--- src/rtl/dual_issue_scoreboard_pkg.sv ---
// Shared types and constants for the dual-issue scoreboard and its decode-side users.
package dual_issue_scoreboard_pkg;

  typedef enum logic {
    ST_PAIR  = 1'b0,
    ST_SPLIT = 1'b1
  } state_t;

  localparam int              REG_W        = 5;
  localparam logic [REG_W-1:0] REG_ZERO    = '0;
  localparam int              LOAD_LAT_DEF = 1;

  // Primary opcode classes decode uses to derive the slot control bits.
  localparam logic [5:0] OP_RTYPE = 6'h00;
  localparam logic [5:0] OP_BEQ   = 6'h04;
  localparam logic [5:0] OP_BNE   = 6'h05;
  localparam logic [5:0] OP_ADDI  = 6'h08;
  localparam logic [5:0] OP_LW    = 6'h23;
  localparam logic [5:0] OP_SW    = 6'h2b;

  // Slot-0 instruction writes a register (R-type or ADDI).
  function automatic logic op_s0_wr(input logic [5:0] op);
    return (op == OP_RTYPE) || (op == OP_ADDI);
  endfunction

  // Slot-0 instruction reads rt as a source (R-type, branches).
  function automatic logic op_s0_uses_rt(input logic [5:0] op);
    return (op == OP_RTYPE) || (op == OP_BEQ) || (op == OP_BNE);
  endfunction

endpackage

--- src/rtl/dual_issue_scoreboard_if.sv ---
// Decode <-> issue-controller bundle: the decoded pair, flush, and the issue decisions.
interface dual_issue_scoreboard_if
  import dual_issue_scoreboard_pkg::*;
#(
  parameter int CNT_W = 16
) ();

  logic             flush;
  logic             s0_valid;
  logic [REG_W-1:0] s0_rs;
  logic [REG_W-1:0] s0_rt;
  logic             s0_uses_rt;
  logic             s0_wr;
  logic [REG_W-1:0] s0_dst;
  logic             s1_valid;
  logic             s1_load;
  logic             s1_store;
  logic [REG_W-1:0] s1_rs;
  logic [REG_W-1:0] s1_rt;
  logic             iss0;
  logic             iss1;
  logic             hold;
  logic             split;
  logic [CNT_W-1:0] stall_cnt;

  modport master (
    output flush, s0_valid, s0_rs, s0_rt, s0_uses_rt, s0_wr, s0_dst,
           s1_valid, s1_load, s1_store, s1_rs, s1_rt,
    input  iss0, iss1, hold, split, stall_cnt
  );

  modport slave (
    input  flush, s0_valid, s0_rs, s0_rt, s0_uses_rt, s0_wr, s0_dst,
           s1_valid, s1_load, s1_store, s1_rs, s1_rt,
    output iss0, iss1, hold, split, stall_cnt
  );

endinterface

--- src/rtl/dual_issue_scoreboard_pend_table.sv ---
// Per-register load countdown table with four combinational busy read ports.
module dual_issue_scoreboard_pend_table
  import dual_issue_scoreboard_pkg::*;
#(
  parameter int NREG     = 32,
  parameter int LOAD_LAT = LOAD_LAT_DEF
) (
  input  logic                  clk,
  input  logic                  rst,
  input  logic                  set_en,
  input  logic [REG_W-1:0]      set_idx,
  input  logic                  clr_en,
  input  logic [REG_W-1:0]      clr_idx,
  input  logic [3:0][REG_W-1:0] rd_idx,
  output logic [3:0]            rd_busy
);

  localparam int PW = (LOAD_LAT < 1) ? 1 : $clog2(LOAD_LAT + 1);

  logic [PW-1:0] pend [NREG];

  // Per entry: load set beats slot-0 clear beats aging; entry 0 is never written.
  always_ff @(posedge clk or posedge rst) begin
    if (rst) begin
      for (int r = 0; r < NREG; r++) pend[r] <= '0;
    end else begin
      for (int r = 1; r < NREG; r++) begin
        if (set_en && set_idx == REG_W'(r))      pend[r] <= PW'(LOAD_LAT);
        else if (clr_en && clr_idx == REG_W'(r)) pend[r] <= '0;
        else if (pend[r] != '0)                  pend[r] <= pend[r] - PW'(1);
      end
    end
  end

  // A register is unreadable while its countdown is nonzero.
  always_comb begin
    for (int i = 0; i < 4; i++) rd_busy[i] = (pend[rd_idx[i]] != '0);
  end

endmodule

--- src/rtl/dual_issue_scoreboard.sv ---
// Issue controller for the dual-issue pair: pair/split/stall decision over a load scoreboard.
module dual_issue_scoreboard
  import dual_issue_scoreboard_pkg::*;
#(
  parameter int NREG     = 32,
  parameter int LOAD_LAT = LOAD_LAT_DEF,
  parameter int CNT_W    = 16
) (
  input  logic clk,
  input  logic rst,
  dual_issue_scoreboard_if.slave bus
);

  state_t                  state, state_nxt;
  logic [3:0][REG_W-1:0]   rd_idx;
  logic [3:0]              busy;
  logic                    blk0, blk1, cnf;
  logic                    iss0, iss1, hold;
  logic                    set_en, clr_en;
  logic [CNT_W-1:0]        stall_cnt;

  // Read ports: [0]=s0_rs [1]=s0_rt [2]=s1_rs [3]=s1_rt
  assign rd_idx = {bus.s1_rt, bus.s1_rs, bus.s0_rt, bus.s0_rs};

  dual_issue_scoreboard_pend_table #(
    .NREG     (NREG),
    .LOAD_LAT (LOAD_LAT)
  ) u_pend (
    .clk     (clk),
    .rst     (rst),
    .set_en  (set_en),
    .set_idx (bus.s1_rt),
    .clr_en  (clr_en),
    .clr_idx (bus.s0_dst),
    .rd_idx  (rd_idx),
    .rd_busy (busy)
  );

  assign blk0 = busy[0] | (bus.s0_uses_rt & busy[1]);
  assign blk1 = busy[2] | (bus.s1_store & busy[3]);
  assign cnf  = bus.s0_wr & (bus.s0_dst != REG_ZERO) &
                ((bus.s0_dst == bus.s1_rs) |
                 ((bus.s1_store | bus.s1_load) & (bus.s0_dst == bus.s1_rt)));

  // Zero-cycle issue decision; reset and flush squash both slots.
  always_comb begin
    iss0      = 1'b0;
    iss1      = 1'b0;
    hold      = 1'b0;
    state_nxt = state;
    if (rst || bus.flush) begin
      state_nxt = ST_PAIR;
    end else if (state == ST_PAIR) begin
      if (bus.s0_valid && blk0) begin
        hold = 1'b1;
      end else if (!bus.s1_valid) begin
        iss0 = bus.s0_valid;
      end else if (!bus.s0_valid) begin
        iss1 = !blk1;
        hold = blk1;
      end else if (blk1 || cnf) begin
        iss0      = 1'b1;
        hold      = 1'b1;
        state_nxt = ST_SPLIT;
      end else begin
        iss0 = 1'b1;
        iss1 = 1'b1;
      end
    end else begin
      // Slot 0 already left; its result forwards, so only the scoreboard gates slot 1.
      iss1 = !blk1;
      hold = blk1;
      if (!blk1) state_nxt = ST_PAIR;
    end
  end

  assign set_en = iss1 & bus.s1_load & (bus.s1_rt != REG_ZERO);
  assign clr_en = iss0 & bus.s0_wr;

  // Pair/split state register.
  always_ff @(posedge clk or posedge rst) begin
    if (rst) state <= ST_PAIR;
    else     state <= state_nxt;
  end

  // Saturating count of frozen front-end cycles.
  always_ff @(posedge clk or posedge rst) begin
    if (rst)                          stall_cnt <= '0;
    else if (hold && stall_cnt != '1) stall_cnt <= stall_cnt + CNT_W'(1);
  end

  assign bus.iss0      = iss0;
  assign bus.iss1      = iss1;
  assign bus.hold      = hold;
  // High while slot 1 is still owed after this edge.
  assign bus.split     = (state_nxt == ST_SPLIT) & ~rst;
  assign bus.stall_cnt = stall_cnt;

endmodule

--- src/flat_wrapper.sv ---
// flat-port wrapper written by rule: the top's interface ports become plain ports
module dual_issue_scoreboard_flat import dual_issue_scoreboard_pkg::*;
#(
  parameter int NREG     = 32,
  parameter int LOAD_LAT = LOAD_LAT_DEF,
  parameter int CNT_W    = 16
)
  (clk, rst, bus_flush, bus_s0_valid, bus_s0_rs, bus_s0_rt, bus_s0_uses_rt, bus_s0_wr, bus_s0_dst, bus_s1_valid, bus_s1_load, bus_s1_store, bus_s1_rs, bus_s1_rt, bus_iss0, bus_iss1, bus_hold, bus_split, bus_stall_cnt);
  dual_issue_scoreboard_if #(.CNT_W(CNT_W)) bus_i ();
  input  logic clk;
  input  logic rst;
  input wire logic [$bits(bus_i.flush)-1:0] bus_flush;
  input wire logic [$bits(bus_i.s0_valid)-1:0] bus_s0_valid;
  input wire logic [$bits(bus_i.s0_rs)-1:0] bus_s0_rs;
  input wire logic [$bits(bus_i.s0_rt)-1:0] bus_s0_rt;
  input wire logic [$bits(bus_i.s0_uses_rt)-1:0] bus_s0_uses_rt;
  input wire logic [$bits(bus_i.s0_wr)-1:0] bus_s0_wr;
  input wire logic [$bits(bus_i.s0_dst)-1:0] bus_s0_dst;
  input wire logic [$bits(bus_i.s1_valid)-1:0] bus_s1_valid;
  input wire logic [$bits(bus_i.s1_load)-1:0] bus_s1_load;
  input wire logic [$bits(bus_i.s1_store)-1:0] bus_s1_store;
  input wire logic [$bits(bus_i.s1_rs)-1:0] bus_s1_rs;
  input wire logic [$bits(bus_i.s1_rt)-1:0] bus_s1_rt;
  output wire logic [$bits(bus_i.iss0)-1:0] bus_iss0;
  output wire logic [$bits(bus_i.iss1)-1:0] bus_iss1;
  output wire logic [$bits(bus_i.hold)-1:0] bus_hold;
  output wire logic [$bits(bus_i.split)-1:0] bus_split;
  output wire logic [$bits(bus_i.stall_cnt)-1:0] bus_stall_cnt;
  assign bus_i.flush = bus_flush;
  assign bus_i.s0_valid = bus_s0_valid;
  assign bus_i.s0_rs = bus_s0_rs;
  assign bus_i.s0_rt = bus_s0_rt;
  assign bus_i.s0_uses_rt = bus_s0_uses_rt;
  assign bus_i.s0_wr = bus_s0_wr;
  assign bus_i.s0_dst = bus_s0_dst;
  assign bus_i.s1_valid = bus_s1_valid;
  assign bus_i.s1_load = bus_s1_load;
  assign bus_i.s1_store = bus_s1_store;
  assign bus_i.s1_rs = bus_s1_rs;
  assign bus_i.s1_rt = bus_s1_rt;
  assign bus_iss0 = bus_i.iss0;
  assign bus_iss1 = bus_i.iss1;
  assign bus_hold = bus_i.hold;
  assign bus_split = bus_i.split;
  assign bus_stall_cnt = bus_i.stall_cnt;
  dual_issue_scoreboard #(.NREG(NREG), .LOAD_LAT(LOAD_LAT), .CNT_W(CNT_W)) u_core (.clk(clk), .rst(rst), .bus(bus_i));
endmodule
--- config.mk ---
export PLATFORM = sky130hd
export DESIGN_NAME = dual_issue_scoreboard_flat
export DESIGN_NICKNAME = d
export VERILOG_FILES = /design/src/rtl/dual_issue_scoreboard_pkg.sv /design/src/rtl/dual_issue_scoreboard_if.sv /design/src/rtl/dual_issue_scoreboard_pend_table.sv /design/src/rtl/dual_issue_scoreboard.sv /design/src/flat_wrapper.sv
export SDC_FILE = /design/constraint.sdc
export NUM_CORES = 1
export LEC_CHECK = 0
export CORE_ASPECT_RATIO = 0.7
export CORE_UTILIZATION = 45
export CTS_BUF_LIST = sky130_fd_sc_hd__clkbuf_16
export CTS_CLUSTER_DIAMETER = 120
export DETAILED_ROUTE_END_ITERATION = 6
export GPL_ROUTABILITY_DRIVEN = 0
export PLACE_DENSITY = 0.69
export SETUP_SLACK_MARGIN = 0.4
export SYNTH_ARGS = -nofsm -noshare
export SYNTH_HDL_FRONTEND = slang
export SYNTH_SLANG_ARGS = --single-unit
--- constraint.sdc ---
create_clock -name clk -period 6.4 [get_ports clk]
set_input_delay 1.28 -clock clk [delete_from_list [all_inputs] [get_ports clk]]
set_output_delay 1.28 -clock clk [all_outputs]
set_load 0.05 [all_outputs]
==> results.tsv <==
metric	value	unit
status	finished clean	
Most used DFF post-synth	dfrtp_1	
post-synthesis async set-or-reset flop share	100	%
PwrDens	191	mW/mm^2
Post-DP HPWL	7200	microns
RSZ-0062 raised after global routing	false	
Final setup viols	0	
Area Overhead vs Synth	22.2	%
Setup Total Neg Slack	0	ns
f_max	172	MHz
PnR Total Power	787	uW
Yosys warning total	1	
CP Data Arrival Time	4.54	ns
Slew HR	56.8	%
total number of H-tree levels	2	
type of the worst setup path	primary input to primary output	
Worst Max-Slew Pin Slew	0.631	ns
worst min-delay path class	register to register	
initial antenna violation count	0	
Cells after Synth	331	
Die Y-Extent	74.4	microns
Total Routed Length	9600	microns
worst vdd ir	0.000157	V
core area	0.00698	sq mm
die area	0.00783	sq mm
GRT Total Usage	25.8	%
first-pass GRT wire length	15400	microns
iteration count of the initial detailed-routing pass	5	
setup bufs post-CTS	0	
startpoint types	primary input	
crit path max fanout	12	
Final min period	5.82	ns
CP Data Required Time	5.12	ns
post-synthesis sequential area ratio	35.7	%
Max Slew Vio Count	0	
#FFs+latches synth	48	
n_diodes	0	
number of enable flip-flop cells after synthesis	0	
Num CTS Buffers	5	
Chip Width	105	microns
placed insts	464	
Fin. Hold Viols	0	
Mapped Nets	366	
synthesized area	0.00337	sq mm
Yosys top cell by area	dfrtp_1	
Clock Path Buffers	2	
ANT nets after route	0	
Netlist cell types	54	
fin nets	412	
Mean Syn Cell Area	10.2	sq um
CTS clk-pin slew, worst paths	0.07	ns
clock tree from TritonCTS	built	
Skew-Pair Late Insertion Delay	0.29	ns
initial detailed-routing violation count	211	
vias in the first global route	2856	
DRC viols	0	
top-area cell type share of the netlist area	35.7	%
Port Buf Inserts	53	
row count	25	
initial core utilization	48.3	%
Setup crit end kind	primary output	
Final Core Density	59.0	%
leakage	1.70	nW
Max Cap Viol	0	
# clock sinks	48	
count leader, synth	dfrtp_1	
fin crit share	91.0	%
largest net degree at the start of global routing	49	
via count	2926	
Non-Filler Instances	472	
routed len/inst	20.3	microns
layout cells sized above 1	13.8	%
CTS Hold Bufs	0	
top cells by area, synth	dfrtp_1 (36%), mux4_2 (13%), mux2i_1 (5.1%)	
Setup Skew	0.00619	ns
remaining global-route overflow	0	
Commonest cells post-synth	dfrtp_1 (48), nand2_1 (24), nor3_1 (22)	
CTS root buf	clkbuf_16	
IO Pins	54	
vias per cell	6.20	
-- power breakdown --
part	switching (mW)	leakage [nW]	internal (mW)
clock network	0.113	0.0716	0.144
logic	0.119	0.967	0.0785
registers	0.0162	0.664	0.316
total	0.248	1.70	0.539
-- metal layers --
layer,GRT usage (%),up-vias,wire length [microns]
li1,-,1339,-
met1,39.6,1429,4530
met2,36.2,152,3950
met3,7.45,6,1060
met4,4.69,0,60
met5,0,-,0
-- critical path, stage by stage --
cell and delay, ns:
clkdlybuf4s50_1 0.79, buf_4 0.26, mux4_2 0.29, nand2_1 0.08, a21boi_0 0.11, o41ai_2 0.63, nand2_1 0.17, or4_1 0.62
inv_1 0.16, buf_12 0.15
-- timing repair --
action,CTS,global route
endpoints found under the setup margin,0,3
hold endpoints to repair,0,0
gates resized for setup,0,2
-- final timing paths --
kind	from	endpoint	slack, ns	depth (start not counted)
setup reg to reg	u_core.u_pend.pend[12]	u_core.u_pend.pend[26]	3.11	8
setup / recovery	bus_s1_rt[1]	bus_iss1	0.58	10
min in group asynchronous	rst	u_core.bus.stall_cnt[13]	1.58	3
hold reg to reg	u_core.bus.stall_cnt[5]	u_core.bus.stall_cnt[5]	0.50	1
max in group asynchronous	rst	u_core.u_pend.pend[23]	4.40	3
hold / removal	u_core.bus.stall_cnt[5]	u_core.bus.stall_cnt[5]	0.50	1
-- logic make-up (layout without fill, tap and decap cells) --
group	after synthesis	count (layout)	share of synthesized area [%]
multiplexers	44	44	20.4
AO/OA/AOI/OAI	42	42	10.2
adder cells (fa/ha/maj)	1	1	0.372
buffers and inverters	38	85	5.50
flip-flops	48	48	35.7
XOR/XNOR	21	21	5.46
AND/OR/NAND/NOR	137	137	22.3
-- through the flow --
stage	cell area (sq um)	hold slack [ns]	setup slack, ns
final	4110	0.503	0.578
after global routing	4110	0.520	0.416
after CTS	4110	0.508	0.517
after detailed placement	3970	0.495	0.541
after global placement	3970	0.482	0.606
after floorplan	3370	0.642	0.739
-- final cells by class --
cell class | instances | area (sq um)
fill | 597 | 2860
inverter | 14 | 52.6
sequential | 48 | 1200
clock buffer | 5 | 125
clock inverter | 3 | 17.5
multi-input combinational | 245 | 1980
timing repair buffer | 63 | 621
tap | 94 | 118
-- cell usage in the layout (no fill, tap or decap), types with 4 or more instances in the layout --
master           instances
clkdlybuf4s50_1         50
dfrtp_1                 48
nand2_1                 24
nor3_1                  22
nand3_1                 20
mux4_2                  19
nor2_1                  18
mux2i_1                 17
xor2_1                  15
nor2b_1                 14
inv_1                   13
nor4_1                  13
buf_4                   10
mux2_2                   8
a21oi_1                  6
xnor2_1                  6
a2111oi_0                5
clkbuf_16                5
and3_1                   4
nand2b_1                 4
nor4b_2                  4
-- sequential cells by signal, summed over array words and instances (netlist names) --
name                  count
u_core.state              1
u_core.bus.stall_cnt     16
u_core.u_pend.pend       31
Power figures use the tool's default switching activity.
